## src/rtl/mips_pkg.sv

```systemverilog
// Shared MIPS definitions: fetch FSM states, opcode and funct encodings.
// Pure declarations; no timing or flow-control behaviour of its own.
package mips_pkg;

   typedef enum logic [2:0] {
      IDLE  = 3'd0,
      REQ   = 3'd1,
      WAIT  = 3'd2,
      VALID = 3'd3,
      ERROR = 3'd4
   } fetch_state_t;

   localparam logic [5:0] OP_RTYPE = 6'b000000;
   localparam logic [5:0] OP_LW    = 6'b100011;
   localparam logic [5:0] OP_SW    = 6'b101011;
   localparam logic [5:0] OP_BEQ   = 6'b000100;

   localparam logic [5:0] FN_ADD   = 6'b100000;
   localparam logic [5:0] FN_SUB   = 6'b100010;

endpackage

```

## src/rtl/pc_next.sv

```systemverilog
// Next-PC adder: pc+4, plus the sign-extended word offset when the branch is taken.
// Latency: combinational; no backpressure.
module pc_next
   import mips_pkg::*;
(
   input  logic [31:0] pc,
   input  logic [15:0] imm,
   input  logic        take,
   output logic [31:0] next_pc
);

   logic [31:0] offset;

   // Wraps modulo 2^32 naturally, including negative offsets.
   assign offset  = take ? {{14{imm[15]}}, imm, 2'b00} : 32'h0000_0000;
   assign next_pc = pc + 32'd4 + offset;

endmodule

```

## src/rtl/if_stage.sv

```systemverilog
// Instruction fetch: one request per instruction, IR captured on rvalid in WAIT, fields sliced from IR.
// Latency: REQ to instr_valid is 2 cycles minimum; stall holds IR/pc in VALID; memory timeout is terminal until rst.
module if_stage
   import mips_pkg::*;
#(
   parameter logic [31:0] RESET_PC = 32'h0000_0000,
   parameter int          TIMEOUT  = 16
)
(
   input  logic        clk,
   input  logic        rst,
   output logic        imem_req,
   output logic [31:0] imem_addr,
   input  logic        imem_rvalid,
   input  logic [31:0] imem_rdata,
   input  logic        stall,
   input  logic        branch,
   input  logic        zero,
   output logic        instr_valid,
   output logic [5:0]  op_code,
   output logic [5:0]  funct_field,
   output logic [4:0]  rs,
   output logic [4:0]  rt,
   output logic [4:0]  rd,
   output logic [4:0]  shamt,
   output logic [15:0] imm,
   output logic [31:0] pc,
   output logic        fetch_err
);

   localparam logic [15:0] CNT_LAST = 16'(TIMEOUT - 1);

   fetch_state_t state_q, state_d;
   logic [31:0]  pc_q, pc_d;
   logic [31:0]  ir_q, ir_d;
   logic [15:0]  cnt_q, cnt_d;
   logic         err_q, err_d;
   logic         take;
   logic [31:0]  pc_nxt;

   // Branch inputs only matter on the cycle an instruction is released.
   assign take = branch & zero & (state_q == VALID) & ~stall;

   pc_next u_pc_next (
      .pc      (pc_q),
      .imm     (ir_q[15:0]),
      .take    (take),
      .next_pc (pc_nxt)
   );

   always_comb begin
      state_d = state_q;
      pc_d    = pc_q;
      ir_d    = ir_q;
      cnt_d   = cnt_q;
      err_d   = err_q;
      case (state_q)
         IDLE: state_d = REQ;
         REQ: begin
            cnt_d   = 16'd0;
            state_d = WAIT;
         end
         WAIT: begin
            if (imem_rvalid) begin
               ir_d    = imem_rdata;
               state_d = VALID;
            end else if (cnt_q == CNT_LAST) begin
               err_d   = 1'b1;
               state_d = ERROR;
            end else begin
               cnt_d = cnt_q + 16'd1;
            end
         end
         VALID: begin
            if (!stall) begin
               pc_d    = pc_nxt;
               state_d = REQ;
            end
         end
         ERROR: err_d = 1'b1;
         default: state_d = IDLE;
      endcase
   end

   always_ff @(posedge clk) begin
      if (rst) begin
         state_q <= IDLE;
         pc_q    <= RESET_PC;
         ir_q    <= 32'h0000_0000;
         cnt_q   <= 16'd0;
         err_q   <= 1'b0;
      end else begin
         state_q <= state_d;
         pc_q    <= pc_d;
         ir_q    <= ir_d;
         cnt_q   <= cnt_d;
         err_q   <= err_d;
      end
   end

   // Strobes are masked while rst is high so nothing escapes before the reset edge.
   assign imem_req    = (state_q == REQ) & ~rst;
   assign instr_valid = (state_q == VALID) & ~rst;
   assign imem_addr   = pc_q;
   assign pc          = pc_q;
   assign fetch_err   = err_q;

   assign op_code     = ir_q[31:26];
   assign rs          = ir_q[25:21];
   assign rt          = ir_q[20:16];
   assign rd          = ir_q[15:11];
   assign shamt       = ir_q[10:6];
   assign funct_field = ir_q[5:0];
   assign imm         = ir_q[15:0];

endmodule

```

## config.mk

```make
export PLATFORM = sky130hd
export DESIGN_NAME = if_stage
export DESIGN_NICKNAME = d
export VERILOG_FILES = /design/src/rtl/mips_pkg.sv /design/src/rtl/pc_next.sv /design/src/rtl/if_stage.sv
export SDC_FILE = /design/constraint.sdc
export NUM_CORES = 1
export LEC_CHECK = 0
export ABC_AREA = 0
export ABC_CLOCK_PERIOD_IN_PS = 7100
export BUFFER_PORTS_ARGS = -buffer_cell sky130_fd_sc_hd__clkbuf_2
export CORE_ASPECT_RATIO = 0.75
export CORE_UTILIZATION = 45
export DETAILED_ROUTE_END_ITERATION = 10
export PLACE_DENSITY = 0.79
export SLEW_MARGIN = 20
export SYNTH_ARGS = -nofsm -noshare
export SYNTH_HDL_FRONTEND = slang
export SYNTH_SLANG_ARGS = --single-unit
```

## constraint.sdc

```tcl
create_clock -name clk -period 7.1 [get_ports clk]
set_clock_uncertainty 0.05 [all_clocks]
set_input_delay 1.775 -clock clk [delete_from_list [all_inputs] [get_ports clk]]
set_output_delay 1.775 -clock clk [all_outputs]
set_load 0.005 [all_outputs]
```

==> impl.org <==
** Global route
- Entering global routing, the biggest net connects 75 pins.
- For this run, the total global-route usage over all layers was measured as 20.9%.
- Initial antenna violation count :: 0
- Summed over all layers, the global routing overflow is 0.
- The via count of the first global-routing pass was roughly 4400.
- The first global-routing pass estimated roughly 21000 um of wire.

** Timing
- Of the available clock period, the critical path in the final layout requires 80.8%.
- Final setup violating endpoints :: 0
- Final critical delay including setup and external delays :: between 5000 and 6000 ps
- Number of pins exceeding their max-slew limit in the final report :: 0
- Rel. slew slack :: between 40% and 50%
- Number of hold violations in the final report :: 0
- RSZ-0062 raised after global routing :: false
- Setup total negative slack on the finished layout was measured at 0 ps.
- Static timing analysis puts the maximum clock frequency at 174 MHz.
- Worst Tran Pin Value :: 814 ps

** Layout
- Area growth from synthesis to layout :: 14.2%
- Final-stage net count :: ~850
- Fraction of layout cells with a size suffix above 1 :: 24.7%
- End-of-flow core utilization :: 53.2%
- Number of inserted filler cells in the final layout :: 1094
- Antenna diodes :: 0

** Routing
- The routed layout has 4864 vias.
- The first routing iteration left 292 violations.
- Before antenna repair, the detailed router went through 4 iterations.
- Detailed-route wire length per cell :: 13.3 um
- Residual DRC :: 0
- Wire length after detailed routing :: 12500 um
- Vias per cell :: 5.20
- Number of nets with antenna violations after detailed routing :: 0

** Setup path
- Setup slack of the most critical reg-to-reg path :: 2260 ps
- STA puts the critical path data arrival time at 5960 ps.
- Data on the critical path is required at its endpoint by about 7300 ps.
- Startpoint-to-endpoint class of the critical path :: in2reg
- Capturing element type of the critical path :: register
- Along the worst path, the maximum fanout reaches 28.
- The worst setup path is launched from a primary input.

** Power
- Net switching is 23.3% of the power.
- Maximum ir drop on the vdd rail :: ~0.17 mV
- The analysis attributes to net switching a power of 0.254 mW.
- The internal power of the cells totals ~0.83 mW.
- Combinational cells account for under 10% of the total power.
- Power spread over the standard cell area amounts to between 150 and 200 mW/mm^2.
- Standby leakage power :: 3.01 nW
- Clock share of power :: 47.9%
- Fraction of power consumed by sequential logic :: roughly 45%

** Synthesis
- Sequential cells were found to cover 30.1% of the synthesized design area.
- Synthesis inferred 82 register bits.
- Post-synth design cell area :: around 0.0054 sq mm
- The commonest cells after synthesis are sky130_fd_sc_hd__nand2_1, sky130_fd_sc_hd__a21oi_1, sky130_fd_sc_hd__dfxtp_1.
- Count of flip-flops with a built-in enable after synthesis :: 0
- Counting flops with an async set or reset pin after synthesis yields a share of 0%.
- The most used flip-flop cell after synthesis is sky130_fd_sc_hd__dfxtp_1.
- Cell type with the highest aggregate area in the netlist :: sky130_fd_sc_hd__dfxtp_1
- In the post-synthesis netlist, the cell with the most instances is sky130_fd_sc_hd__nand2_1.
- Top-area cell type share of the netlist area :: 30.1%
- In the post-synthesis netlist, the biggest area contributors are sky130_fd_sc_hd__dfxtp_1, sky130_fd_sc_hd__ha_1, sky130_fd_sc_hd__nand2_1.
- Number of instances in the synthesized netlist :: 686
- Ys Warns :: 0
- Counting distinct cell types in the post-synthesis netlist gives 64.
- Averaged over all synthesized cells, the footprint is 7.94 sq um.

** Placed design
- Count of port buffers added during placement :: 148
- Routability-driven placement finished with a final weighted congestion of 0.870.
- Detailed placement finished with a half-perimeter wire length of ~9000 um.

** Floorplan
- Total die area :: 0.0126 sq mm
- After floorplanning, the core was sized to cover 0.0117 sq mm.
- For this design the top-level I/O count stands at 153.
- The die is around 130 um wide.
- Die span in y :: 97.3 um
- Initial Utilization :: between 40 and 50%
- Row generation in the floorplan step produced 34 rows.

** Clocking
- Post-cts resize count :: 0
- CTS H-tree lvls :: 3
- Clock tree from TritonCTS :: yes
- At the later pin of the worst-skew pair, clock insertion delay measures 340 ps.
- The clock drives 82 sinks.
- Clock root buffer :: sky130_fd_sc_hd__clkbuf_16
- The number of hold buffers added after CTS was 0.
- Clock tree synthesis inserted a total of 9 buffers.
- Clock slew at the register clock pins of the worst setup and hold paths :: 60 ps
- Buffer depth of the longest clock path :: 2
- Post-CTS timing repair inserted 0 buffers for setup.

** Run
- MaxCap Viol Count :: 0

** Hold path
- Worst hold path type :: reg2reg

** Run status
- The run finished with clean final reports.
-- routing by layer --
metal / GRT usage (%) / vias up / share of wire, %
met5: 0 / - / 0
met4: 5.70 / 0 / 1.1
met3: 4.24 / 10 / 5.7
met2: 31.1 / 167 / 42
met1: 30.3 / 2207 / 51
li1: - / 2480 / -
-- metrics by stage --
stage | setup WS, ps | power [mW] | cells | hold slack [ps] | instance area, sq um
6_report | 1360 | 1.09 | 936 | 405 | 6220
4_1_cts | 1360 | 1.10 | 936 | 405 | 6220
3_5_place_dp | 997 | 0.577 | 920 | 396 | 5880
2_1_floorplan | 1530 | 0.550 | 689 | 400 | 5460
3_3_place_gp | 1170 | 0.576 | 920 | 392 | 5880
5_1_grt | 1100 | 1.13 | 936 | 434 | 6220
-- cells in the final DEF (no fill, tap or decap), types with 5 or more instances in the layout --
cell type	count
sky130_fd_sc_hd__nand3b_1	5
sky130_fd_sc_hd__inv_1	8
sky130_fd_sc_hd__nand2_1	128
sky130_fd_sc_hd__clkbuf_16	9
sky130_fd_sc_hd__nand3_1	12
sky130_fd_sc_hd__clkbuf_2	148
sky130_fd_sc_hd__o21ai_0	12
sky130_fd_sc_hd__and2_1	16
sky130_fd_sc_hd__xor2_1	18
sky130_fd_sc_hd__nand4_1	6
sky130_fd_sc_hd__xnor2_1	32
sky130_fd_sc_hd__nor2_1	42
sky130_fd_sc_hd__nor3_1	8
sky130_fd_sc_hd__dfxtp_1	82
sky130_fd_sc_hd__a31oi_1	8
sky130_fd_sc_hd__and3_1	19
sky130_fd_sc_hd__a21o_1	15
sky130_fd_sc_hd__ha_1	44
sky130_fd_sc_hd__a21oi_1	84
-- critical path, stage by stage --
cell,delay (ps)
sky130_fd_sc_hd__clkbuf_2,100
sky130_fd_sc_hd__nor3b_2,190
sky130_fd_sc_hd__and3_1,220
sky130_fd_sc_hd__buf_4,290
sky130_fd_sc_hd__nand2_1,550
sky130_fd_sc_hd__xnor2_1,380
sky130_fd_sc_hd__ha_1,330
sky130_fd_sc_hd__a21o_1,210
sky130_fd_sc_hd__a21oi_2,180
sky130_fd_sc_hd__inv_1,70
sky130_fd_sc_hd__or3_2,460
sky130_fd_sc_hd__a311o_1,330
sky130_fd_sc_hd__a31oi_2,190
sky130_fd_sc_hd__xor2_1,100
sky130_fd_sc_hd__or3_2,430
sky130_fd_sc_hd__a21oi_2,140
-- power groups by stage --
stage / combinational (mW) / clock (mW) / sequential (mW)
after floorplan: 0.0590 / 0 / 0.491
after detailed placement: 0.0823 / 0 / 0.495
after global routing: 0.0933 / 0.550 / 0.486
after CTS: 0.0826 / 0.532 / 0.484
final: 0.0821 / 0.521 / 0.484
after global placement: 0.0816 / 0 / 0.494
-- state kept, by name, summed over array words and instances, names as in the netlist --
register and cells:
imem_addr 30, fetch_err 1, cnt_q 16, state_q 3
ir_q 32
-- path summary, 6_finish.rpt --
| path | cells after the start | end | startpoint |
|---|---|---|---|
| max | 16 | imem_addr[31] | stall |
| min reg2reg | 2 | ir_q[21] | ir_q[21] |
| max reg2reg | 16 | imem_addr[31] | state_q[2] |
| min | 2 | ir_q[21] | ir_q[21] |
-- layout make-up --
class / count / area, sq um / area share (%)
flip-flops and latches: 82 / 1640 / 26.4
clock buffers: 11 / 253 / 4.06
multi-input cells: 516 / 3240 / 52.1
well taps: 162 / 203 / 3.26
clock inverters: 5 / 85.1 / 1.37
inverters: 8 / 30.0 / 0.483
repair buffers: 152 / 771 / 12.4
-- kinds of logic (layout without fill, tap and decap cells) --
family	Yosys count	count (layout)	share of synthesized area (%)
fa+ha+maj	45	45	10.5
buf+inv	91	176	10.7
flops	82	82	30.1
compound gates	146	146	16.6
xor+xnor	50	50	8.04
other cells	1	4	0.0688
simple gates	271	271	24.0
(Power assumes the default switching activity.)
